`config.mk`:
```
export PLATFORM = sky130hd
export DESIGN_NAME = carry_pipe_arbiter
export DESIGN_NICKNAME = d
export VERILOG_FILES = /design/src/rtl/carry_pipe_arbiter.sv
export SDC_FILE = /design/constraint.sdc
export NUM_CORES = 1
export LEC_CHECK = 0
export ABC_AREA = 1
export BUFFER_PORTS_ARGS = -buffer_cell sky130_fd_sc_hd__buf_2
export CORE_MARGIN = 5
export CORE_UTILIZATION = 41
export DETAILED_ROUTE_END_ITERATION = 10
export MAX_ROUTING_LAYER = met4
export PLACE_DENSITY = 0.86
export SLEW_MARGIN = 15
export SYNTH_ARGS = -nofsm -noshare
export SYNTH_HDL_FRONTEND = slang
export SYNTH_SLANG_ARGS = --single-unit
```
`constraint.sdc`:
```
create_clock -name clk -period 1.6 [get_ports clk]
set_input_delay 0.16 -clock clk [delete_from_list [all_inputs] [get_ports clk]]
set_output_delay 0.16 -clock clk [all_outputs]
set_load 0.01 [all_outputs]
```
`src/rtl/carry_pipe_arbiter.sv`:
```
// Two-requester arbiter/sequencer for the pipelined carry adder; tags follow each op to steer results back.
// Define CARRY_ARB_FIXED_PRIO_EN for strict requester-0 priority instead of round-robin.
module carry_pipe_arbiter #(
  parameter int W   = 32,
  parameter int LAT = 2
) (
  input  logic         clk,
  input  logic         rst_n,
  input  logic         req0_valid,
  output logic         req0_ready,
  input  logic [W-1:0] req0_a,
  input  logic [W-1:0] req0_b,
  input  logic         req0_cin,
  input  logic         req1_valid,
  output logic         req1_ready,
  input  logic [W-1:0] req1_a,
  input  logic [W-1:0] req1_b,
  input  logic         req1_cin,
  output logic [W-1:0] add_a,
  output logic [W-1:0] add_b,
  output logic         add_cin,
  input  logic [W-1:0] add_s,
  input  logic         add_cout,
  output logic         rsp0_valid,
  output logic         rsp1_valid,
  output logic [W-1:0] rsp_s,
  output logic         rsp_cout,
  output logic         busy
);

  // Handshake: a request is accepted at a rising edge where reqN_valid and
  // reqN_ready are both high; ready never rises without valid, and at most
  // one ready is high per cycle. Responses are single-cycle, unstallable.
  logic         gnt0;
  logic         gnt1;
  logic         hs;
  logic         hs_id;
  logic [LAT:0] tag_v;
  logic [LAT:0] tag_id;

`ifdef CARRY_ARB_FIXED_PRIO_EN
  always_comb begin
    gnt0 = req0_valid;
    gnt1 = req1_valid & ~req0_valid;
  end
`else
  logic last_grant;

  // On contention the requester not granted most recently wins.
  always_comb begin
    gnt0 = req0_valid & (~req1_valid | last_grant);
    gnt1 = req1_valid & (~req0_valid | ~last_grant);
  end

  always_ff @(posedge clk or negedge rst_n) begin
    if (!rst_n) begin
      last_grant <= 1'b1;
    end else if (hs) begin
      last_grant <= hs_id;
    end
  end
`endif

  assign req0_ready = gnt0 & rst_n;
  assign req1_ready = gnt1 & rst_n;
  assign hs         = (req0_valid & req0_ready) | (req1_valid & req1_ready);
  assign hs_id      = req1_valid & req1_ready;

  // Idle cycles feed 0+0+0 so the adder never sees stale operands.
  always_ff @(posedge clk or negedge rst_n) begin
    if (!rst_n) begin
      add_a   <= '0;
      add_b   <= '0;
      add_cin <= 1'b0;
      tag_v   <= '0;
      tag_id  <= '0;
    end else begin
      if (hs) begin
        add_a   <= hs_id ? req1_a   : req0_a;
        add_b   <= hs_id ? req1_b   : req0_b;
        add_cin <= hs_id ? req1_cin : req0_cin;
      end else begin
        add_a   <= '0;
        add_b   <= '0;
        add_cin <= 1'b0;
      end
      tag_v  <= {tag_v[LAT-1:0], hs};
      tag_id <= {tag_id[LAT-1:0], hs_id};
    end
  end

  assign rsp0_valid = tag_v[LAT] & ~tag_id[LAT];
  assign rsp1_valid = tag_v[LAT] & tag_id[LAT];
  assign rsp_s      = add_s;
  assign rsp_cout   = add_cout;
  assign busy       = |tag_v;

endmodule

```
==> results of run 1 <==
[synthesized netlist by cell type (all sizes together)]
library cell and number:
inv 71, clkbuf 4, dfrtp 71, a21oi 66, o21ai 1, dfstp 1
nand3 65, nor2 67, nand2 72, buf 64
[layout make-up]
cell class | instances | area (um^2) | share of cell area
sequential | 72 | 1803 | 0.3821
tap | 108 | 135.1 | 0.02864
clock buffer | 11 | 141.4 | 0.02997
inverter | 71 | 267.8 | 0.05675
clock inverter | 5 | 33.78 | 0.007160
multi-input combinational | 271 | 1204 | 0.2551
timing repair buffer | 210 | 1134 | 0.2403
[tightest hold or removal path, stage by stage]
cell	delay, ns
buf_2	0.07
a21oi_1	0.03
nor2_1	0.08
[worst max-delay path by stage]
stage / from / end / slack, ns / depth (start not counted)
after floorplan: last_grant / req1_ready / 0.42 / 5
after CTS: last_grant / req1_ready / 0.02 / 4
after global placement: last_grant / add_b[31] / 0.29 / 5
final: last_grant / req1_ready / 0.11 / 4
after global routing: last_grant / req1_ready / 0.01 / 4
after detailed placement: last_grant / add_b[31] / 0.26 / 5
[layer usage]
| metal | track usage | up-vias | routed length [um] |
|---|---|---|---|
| li1 | - | 1754 | - |
| met1 | 0.2007 | 1608 | 3918 |
| met2 | 0.3637 | 174 | 5963 |
| met3 | 0.06846 | 24 | 1019 |
| met4 | 0.07489 | 0 | 336 |
| met5 | - | - | 0 |
[kinds of logic after synthesis]
logic type | Yosys count
simple gates | 204
flops | 72
buf+inv | 139
compound gates | 67
[registers in the layout, summed over array words and instances, names as in the netlist]
signal and flops:
add_a 32, add_b 32, tag_id 3, tag_v 3
add_cin 1, last_grant 1
[what timing repair did]
action | in CTS | in global routing
endpoints found under the setup margin | 0 | 1
resized for setup | 0 | 2
hold endpoints to repair | 0 | 0
[metrics by stage]
step / power (W) / util / hold slack, ns / std cells / setup slack, ns
2_1_floorplan: 0.002615 / - / -0.1356 / 482 / 0.4179
3_3_place_gp: 0.002919 / 0.5171 / 0.3201 / 732 / 0.2899
3_5_place_dp: 0.002954 / 0.5171 / 0.3201 / 732 / 0.2630
4_1_cts: 0.004278 / 0.5371 / 0.02250 / 748 / 0.02105
5_1_grt: 0.004492 / 0.5384 / 0.03271 / 748 / 0.01490
6_report: 0.004213 / 0.5384 / 0.04740 / 748 / 0.1057
[power groups by stage]
stage               registers, W  clock network, W  logic, W
finish                   0.00201           0.00130  0.000908
global route             0.00202           0.00145   0.00102
CTS                      0.00201           0.00136  0.000916
detailed placement       0.00204                 0  0.000913
global placement         0.00203                 0  0.000885
floorplan                0.00211                 0  0.000504
==> results.toml, run 1 <==
[setup_path]
cp-end-kind = "output pin"
worstPathCellList = "nand2_8, nand2_2, inv_1, buf_2"
path_class = "register to output pin"
cp_max_fo = 22
slowest_delay_ns = 0.59
r2r_start = "last_grant"
worst_r2r_path_depth = 5
timing.critical_path.buf_inv = 2
worstPathArrival_ns = 1.33
cp_slowest_cell = "dfstp_2"
startpoint_type = "register"
rrSetupSlack_ns = 0.27
timing.rr.end = "add_b[31]"
cp.required_ns = 1.44
path_delay_family = "flip-flops"

[place]
port_buffers = 203
gp_congestion = 0.8646
postPlaceCellArea_um2 = 4532
dp_hpwl_mm = 8.377

[power_and_ir_drop]
p_seq_frac = 0.476
power.density_nw_per_um2 = 893.0
intPower_w = 0.002940
peakVddDrop_uv = 412.4
p_sw_frac = 0.3022
clkPwrFrac = 0.308
p_leak_nw = 2.862
p_comb_frac = 0.216
switchingPower_w = 0.001273

[clock_network]
root_buffer = "clkbuf_8"
ctsHoldBuffers = 0
htree_levels = 3
insertion_delay_ns = 0.33
clkTransAtPathRegs_ns = 0.08
ctsLongestPathBuffers = 2
cts_tree = "done"
cts_made_buffers = 9
cts_setup_buffers = 0
cts_sinks = 72

[final_layout]
nets = 802
layout_commonest_cell = "buf_2"
area_growth_pct = 26.84
final_area_um2 = 4718
final_layout_size_suffix_gt1_frac = 0.3594
fillerInstances = 839
diodes = 0
layout_common_cells = "buf_2 (202), dfrtp_1 (71), inv_1 (70), nand2_1 (69), nor2_1 (67)"

[sta]
slew-limit-headroom = 0.3828
timing.final.crit_share = 0.9340
slew_viol_final = 0
rsz0062_at_grt = "no"
hold_viol = 0
fmax_mhz = 669.2
worst_pin_slew_ns = 0.9258
finClkSkew_ns = 0.007795
finalCriticalPeriod_ns = 1.494
setup_viol = 0
finalSetupTns_ns = 0

[die]
rows = 34
core_um2 = 8763
ios = 270
die_y_um = 105.3
die_w_um = 105.3
die_area_um2 = 11080
initial_utilization = 0.4245

[grt]
grt_usage = 0.2021
grt_max_degree = 73
grt_pass1_vias = 3536
grt_pass1_wl_mm = 17.50
antenna_found_initial = 0
grt_overflow = 0

[routing]
route.detailed.drc = 0
totalWireLength_mm = 11.24
wl_per_cell_um = 15.02
postRouteAntennaNets = 0
viasPerCell = 4.759
dr.pass1.iters = 4
drt_iter0_drc = 134
num_vias = 3560

[synthesis]
synth_compound_area_frac = 0.09014
synth-xor-area-share = 0
ys_warn_count = 0
synth_top_area_frac = 0.4776
ys_seq_area_frac = 0.4847
synth-seq-cells = 72
synth_area_um2 = 3720
yosysTopAreaCell = "dfrtp_1"
netlist_top_cells_area = "dfrtp_1 (48%), buf_4 (9.3%), a21oi_1 (8.9%)"
syn-num-nets = 649
synth_fa_ha_area_frac = 0
syn_inst = 482
synth.distinct_cells = 14
synth_top_family_by_area = "simple AND/OR/NAND/NOR gates"
synth-simple-area-share = 0.2291
postSynthAreaPerCell_um2 = 7.717
synthMuxAreaShare = 0

[hold_path]
hold_path.class = "primary input to register"
min_to = "add_a[18]"
holdPathStages = 3
hp-start = "req0_a[18]"

[flow_run]
drv_cap = 0

[outcome]
outcome = "finished, final reports clean"
No activity file was read; power rests on OpenSTA's default activity.
==> run 2, diff against run 1 <==
Clock period 1.6 ns to 1.5 ns, I/O delays scaled along.
==> results.toml, run 2 (synthesis results as in run 1) <==
[outcome]
outcome = "finished, final reports clean"

[setup_path]
cp-startpoint = "last_grant"
startpoint_type = "register"
worstPathArrival_ns = 1.29
path_delay_family = "flip-flops"
cp_max_fo = 3
path_class = "register to output pin"
slowest_delay_ns = 0.61
worstPathCellList = "inv_2, a21oi_2, buf_2"
timing.critical_path.buf_inv = 2
cp_slowest_cell = "dfstp_2"
r2r_start = "last_grant"
cp.required_ns = 1.35
cp-end-kind = "output pin"

[power_and_ir_drop]
switchingPower_w = 0.001439
p_leak_nw = 2.909
p_seq_frac = 0.437
clkPwrFrac = 0.360
power.density_nw_per_um2 = 1016
intPower_w = 0.003461
p_comb_frac = 0.204
peakVddDrop_uv = 554.4
p_sw_frac = 0.2937

[final_layout]
layout_commonest_cell = "buf_2"
area_growth_pct = 29.63
final_util = 0.5503
final_layout_size_suffix_gt1_frac = 0.3705
final_area_um2 = 4822
layout.cells.non_filler = 753
nets = 807
top_regs = "add_a x32, add_b x32"
diodes = 0
layout_common_cells = "buf_2 (202), dfrtp_1 (71), nand2_1 (69), inv_1 (69), nor2_1 (66)"

[sta]
hold_viol = 0
finClkSkew_ns = 0.01592
timing.final.crit_share = 0.9617
setup_viol = 0
worst_pin_slew_ns = 0.9151
slew-limit-headroom = 0.3900
finalCriticalPeriod_ns = 1.443
fmax_mhz = 693.2
finalSetupTns_ns = 0
rsz0062_at_grt = "yes"
slew_viol_final = 0

[place]
postPlaceCellArea_um2 = 4532
dp_hpwl_mm = 8.512
gp_congestion = 0.8828
port_buffers = 203
place_inst = 732

[routing]
num_vias = 3662
totalWireLength_mm = 11.49
route.detailed.drc = 0
wl_per_cell_um = 15.25
dr.pass1.iters = 4
postRouteAntennaNets = 0
drt_iter0_drc = 168
viasPerCell = 4.863

[die]
initial_utilization = 0.4245
ios = 270
die_w_um = 105.3
rows = 34
die_area_um2 = 11080
core_um2 = 8763
die_y_um = 105.3

[flow_run]
drv_cap = 0

[clock_network]
root_buffer = "clkbuf_8"
cts_sinks = 72
htree_levels = 3
cts_tree = "done"
insertion_delay_ns = 0.34
cts_made_buffers = 9
ctsLongestPathBuffers = 2
clkTransAtPathRegs_ns = 0.09

[hold_path]
hp-start = "req0_a[9]"
hold_path.class = "primary input to register"

[grt]
antenna_found_initial = 0
grt_pass1_vias = 3541
grt_usage = 0.2012
grt_overflow = 0
grt_pass1_wl_mm = 17.53
grt_max_degree = 73
run 2: per-layer routing:
metal / vias to the layer above / wire length (um) / GRT usage
met4: 0 / 431 / 0.09041
met1: 1657 / 3852 / 0.1956
met2: 209 / 6003 / 0.3525
li1: 1766 / - / -
met5: - / 0 / -
met3: 30 / 1199 / 0.07702
run 2: cell type report:
type	count	area (um^2)
sequential	72	1803
inverter	71	267.8
clock buffer	9	123.9
tap	108	135.1
fill	790	3941
timing repair buffer	214	1166
clock inverter	7	101.3
multi-input combinational	272	1225
run 2: final timing paths:
check | endpoint | slack [ns] | cells after the start
worst max-delay path | req0_ready | 0.06 | 3
worst min-delay path | add_a[9] | 0.03 | 3
worst max register to register | add_b[31] | 0.08 | 5
worst min register to register | tag_id[2] | 0.36 | 0
max in group asynchronous | add_b[10] | 0.84 | 2
min in group asynchronous | add_b[24] | 0.08 | 2
run 2: worst register-to-register path, delay by kind of cell, from the launching register on:
kind	cells	cell delay [ns]
DFF	1	0.61
buffers and inverters	2	0.34
and+or+nand+nor	2	0.12
AOI/OAI and AO/OA	1	0.22
run 2: through the flow:
step,hold WS (ns),total power [W],setup WS [ns]
6_report,0.02617,0.004901,0.05747
3_5_place_dp,0.3001,0.003153,0.1522
4_1_cts,0.0008287,0.004964,0.02459
5_1_grt,0.007518,0.005185,-0.02868
3_3_place_gp,0.3001,0.003114,0.1959
2_1_floorplan,-0.1456,0.002789,0.3279
run 2: power groups by stage:
stage,logic (W),registers (W),clock network [W]
5_1_grt,0.00111,0.00216,0.00192
6_report,0.000997,0.00214,0.00176
3_5_place_dp,0.000977,0.00218,0
4_1_cts,0.00100,0.00214,0.00182
3_3_place_gp,0.000943,0.00217,0
2_1_floorplan,0.000537,0.00225,0
run 2: repair_timing:
action                     CTS  global route
hold endpoints to repair     0             1
hold buffers                 0             1
pin swaps                    1             0
gates resized for setup      4             2
gates cloned                 1             0
setup endpoints to repair    1             3
buffers inserted             3             0
==> run 3, diff against run 2 <==
Settings changed: CORE_AREA set to 5 5 101 103, CORE_MARGIN 5 to unset, CORE_UTILIZATION 41 to unset, DIE_AREA set to 0 0 106 108, PLACE_DENSITY 0.86 to 0.89.
Clock period 1.5 ns to 1.68 ns, I/O delays scaled along.
==> results.toml, run 3 (synthesis results as in run 1) <==
[grt]
grt_pass1_vias = 3218
grt_usage = 0.1878
grt_max_degree = 61
grt_pass1_wl_mm = 16.31
grt_overflow = 0
antenna_found_initial = 0

[sta]
slew_viol_final = 0
slew-limit-headroom = 0.4970
timing.final.crit_share = 0.8477
worst_pin_slew_ns = 0.7545
rsz0062_at_grt = "no"
timing.final.ws_setup_ns = 0.2558
finalSetupTns_ns = 0
finalCriticalPeriod_ns = 1.424
hold_viol = 0
setup_viol = 0
finClkSkew_ns = 0.009051
fmax_mhz = 702.1

[routing]
postRouteAntennaNets = 0
wl_per_cell_um = 14.63
totalWireLength_mm = 11.03
drt_iter0_drc = 138
route.detailed.drc = 0
dr.pass1.iters = 4
num_vias = 3541
viasPerCell = 4.696

[place]
port_buffers = 203
dp_hpwl_mm = 8.414
place_inst = 737
dp_slack_ns = 0.2997
gp_congestion = 0.8279
postPlaceCellArea_um2 = 4513

[final_layout]
diodes = 0
fillerInstances = 878
layout_common_cells = "buf_2 (202), dfrtp_1 (71), nand2_1 (70), inv_1 (70), nor2_1 (67)"
top_regs = "add_a x32, add_b x32"
area_growth_pct = 27.04
final_area_um2 = 4726
final_layout_size_suffix_gt1_frac = 0.3608
layout_commonest_cell = "buf_2"
nets = 805
layout.cells.non_filler = 754

[setup_path]
worstPathCellList = "nand2_4, nand2_1, inv_1, buf_2"
worstPathArrival_ns = 1.26
slowest_delay_ns = 0.56
worst_r2r_path_depth = 4
timing.critical_path.buf_inv = 2
crit_end = "req1_ready"
cp_slowest_cell = "dfstp_2"
cp-end-kind = "output pin"
path_delay_family = "flip-flops"
cp_max_fo = 6
crit_cells = 4
cp-startpoint = "last_grant"
startpoint_type = "register"
cp.required_ns = 1.51
r2r_start = "last_grant"
rrSetupSlack_ns = 0.37
path_class = "register to output pin"
timing.rr.end = "add_a[26]"

[clock_network]
htree_levels = 3
cts_made_buffers = 9
clkTransAtPathRegs_ns = 0.09
cts_tree = "done"
root_buffer = "clkbuf_8"
ctsLongestPathBuffers = 2
cts_sinks = 72
ctsResizeCount = 0
insertion_delay_ns = 0.35

[power_and_ir_drop]
p_seq_frac = 0.458
p_comb_frac = 0.204
power_w = 0.004162
clkPwrFrac = 0.339
intPower_w = 0.002911
peakVddDrop_uv = 422.0
p_sw_frac = 0.3005
switchingPower_w = 0.001251
power.density_nw_per_um2 = 880.7
p_leak_nw = 2.871

[hold_path]
hold_path.class = "primary input to register"

[die]
initial_utilization = 0.4084
ios = 270
die_area_um2 = 11450
core_um2 = 9109
rows = 35
die_y_um = 108
die_w_um = 106

[outcome]
outcome = "finished, final reports clean"

[flow_run]
drv_cap = 0
## run 3: cell types whose count changed in the layout (fill, tap and decap cells not counted), moves of 2 or more
cell / delta
a21oi_1: +2
a21oi_2: -2
buf_12: -3
buf_4: +2
## run 3: repair_timing
item,in CTS,in global routing
hold buffers,1,0
hold endpoints to repair,12,0
setup buffers,0,0
## run 3: worst reg2reg max path, delay by kind of cell (launching register included)
family | cells | cell delay [ns]
flip-flops | 1 | 0.56
buffers and inverters | 1 | 0.27
AO/OA/AOI/OAI | 1 | 0.23
AND/OR/NAND/NOR | 2 | 0.13
## run 3: stage by stage
| stage | hold WS, ns | util |
|---|---|---|
| 2_1_floorplan | -0.1276 | - |
| 3_3_place_gp | 0.04485 | 0.4955 |
| 3_5_place_dp | 0.04568 | 0.4955 |
| 4_1_cts | 0.02248 | 0.5188 |
| 5_1_grt | 0.03013 | 0.5188 |
| 6_report | 0.04233 | 0.5188 |
## run 3: power groups by stage
stage | clock network [W] | registers [W] | logic, W
6_report | 0.00141 | 0.00190 | 0.000848
5_1_grt | 0.00153 | 0.00192 | 0.000953
4_1_cts | 0.00147 | 0.00191 | 0.000862
3_5_place_dp | 0 | 0.00194 | 0.000857
3_3_place_gp | 0 | 0.00193 | 0.000844
2_1_floorplan | 0 | 0.00201 | 0.000480
## run 3: cell type report
class / instances / area, um^2 / area share
sequential: 72 / 1803 / 0.3815
clock buffer: 9 / 123.9 / 0.02621
timing repair buffer: 213 / 1121 / 0.2372
multi-input combinational: 271 / 1192 / 0.2523
inverter: 71 / 267.8 / 0.05666
tap: 111 / 138.9 / 0.02939
clock inverter: 7 / 78.83 / 0.01668
## run 3: worst min-delay path by stage
stage	from	to	slack [ns]	cells past startpoint
2_1_floorplan	rst_n	add_a[0]	-0.13	0
3_3_place_gp	rst_n	add_a[12]	0.04	1
3_5_place_dp	rst_n	add_a[3]	0.05	1
4_1_cts	req0_b[3]	add_b[3]	0.02	3
5_1_grt	req0_b[11]	add_b[11]	0.03	3
6_report	req0_b[21]	add_b[21]	0.04	3
## run 3: metal layers
| layer | part of all wire | track usage | up-vias |
|---|---|---|---|
| met2 | 0.53 | 0.3406 | 170 |
| met4 | 0.014 | 0.05735 | 0 |
| li1 | - | - | 1762 |
| met5 | 0 | - | - |
| met1 | 0.35 | 0.1897 | 1596 |
| met3 | 0.11 | 0.06866 | 13 |
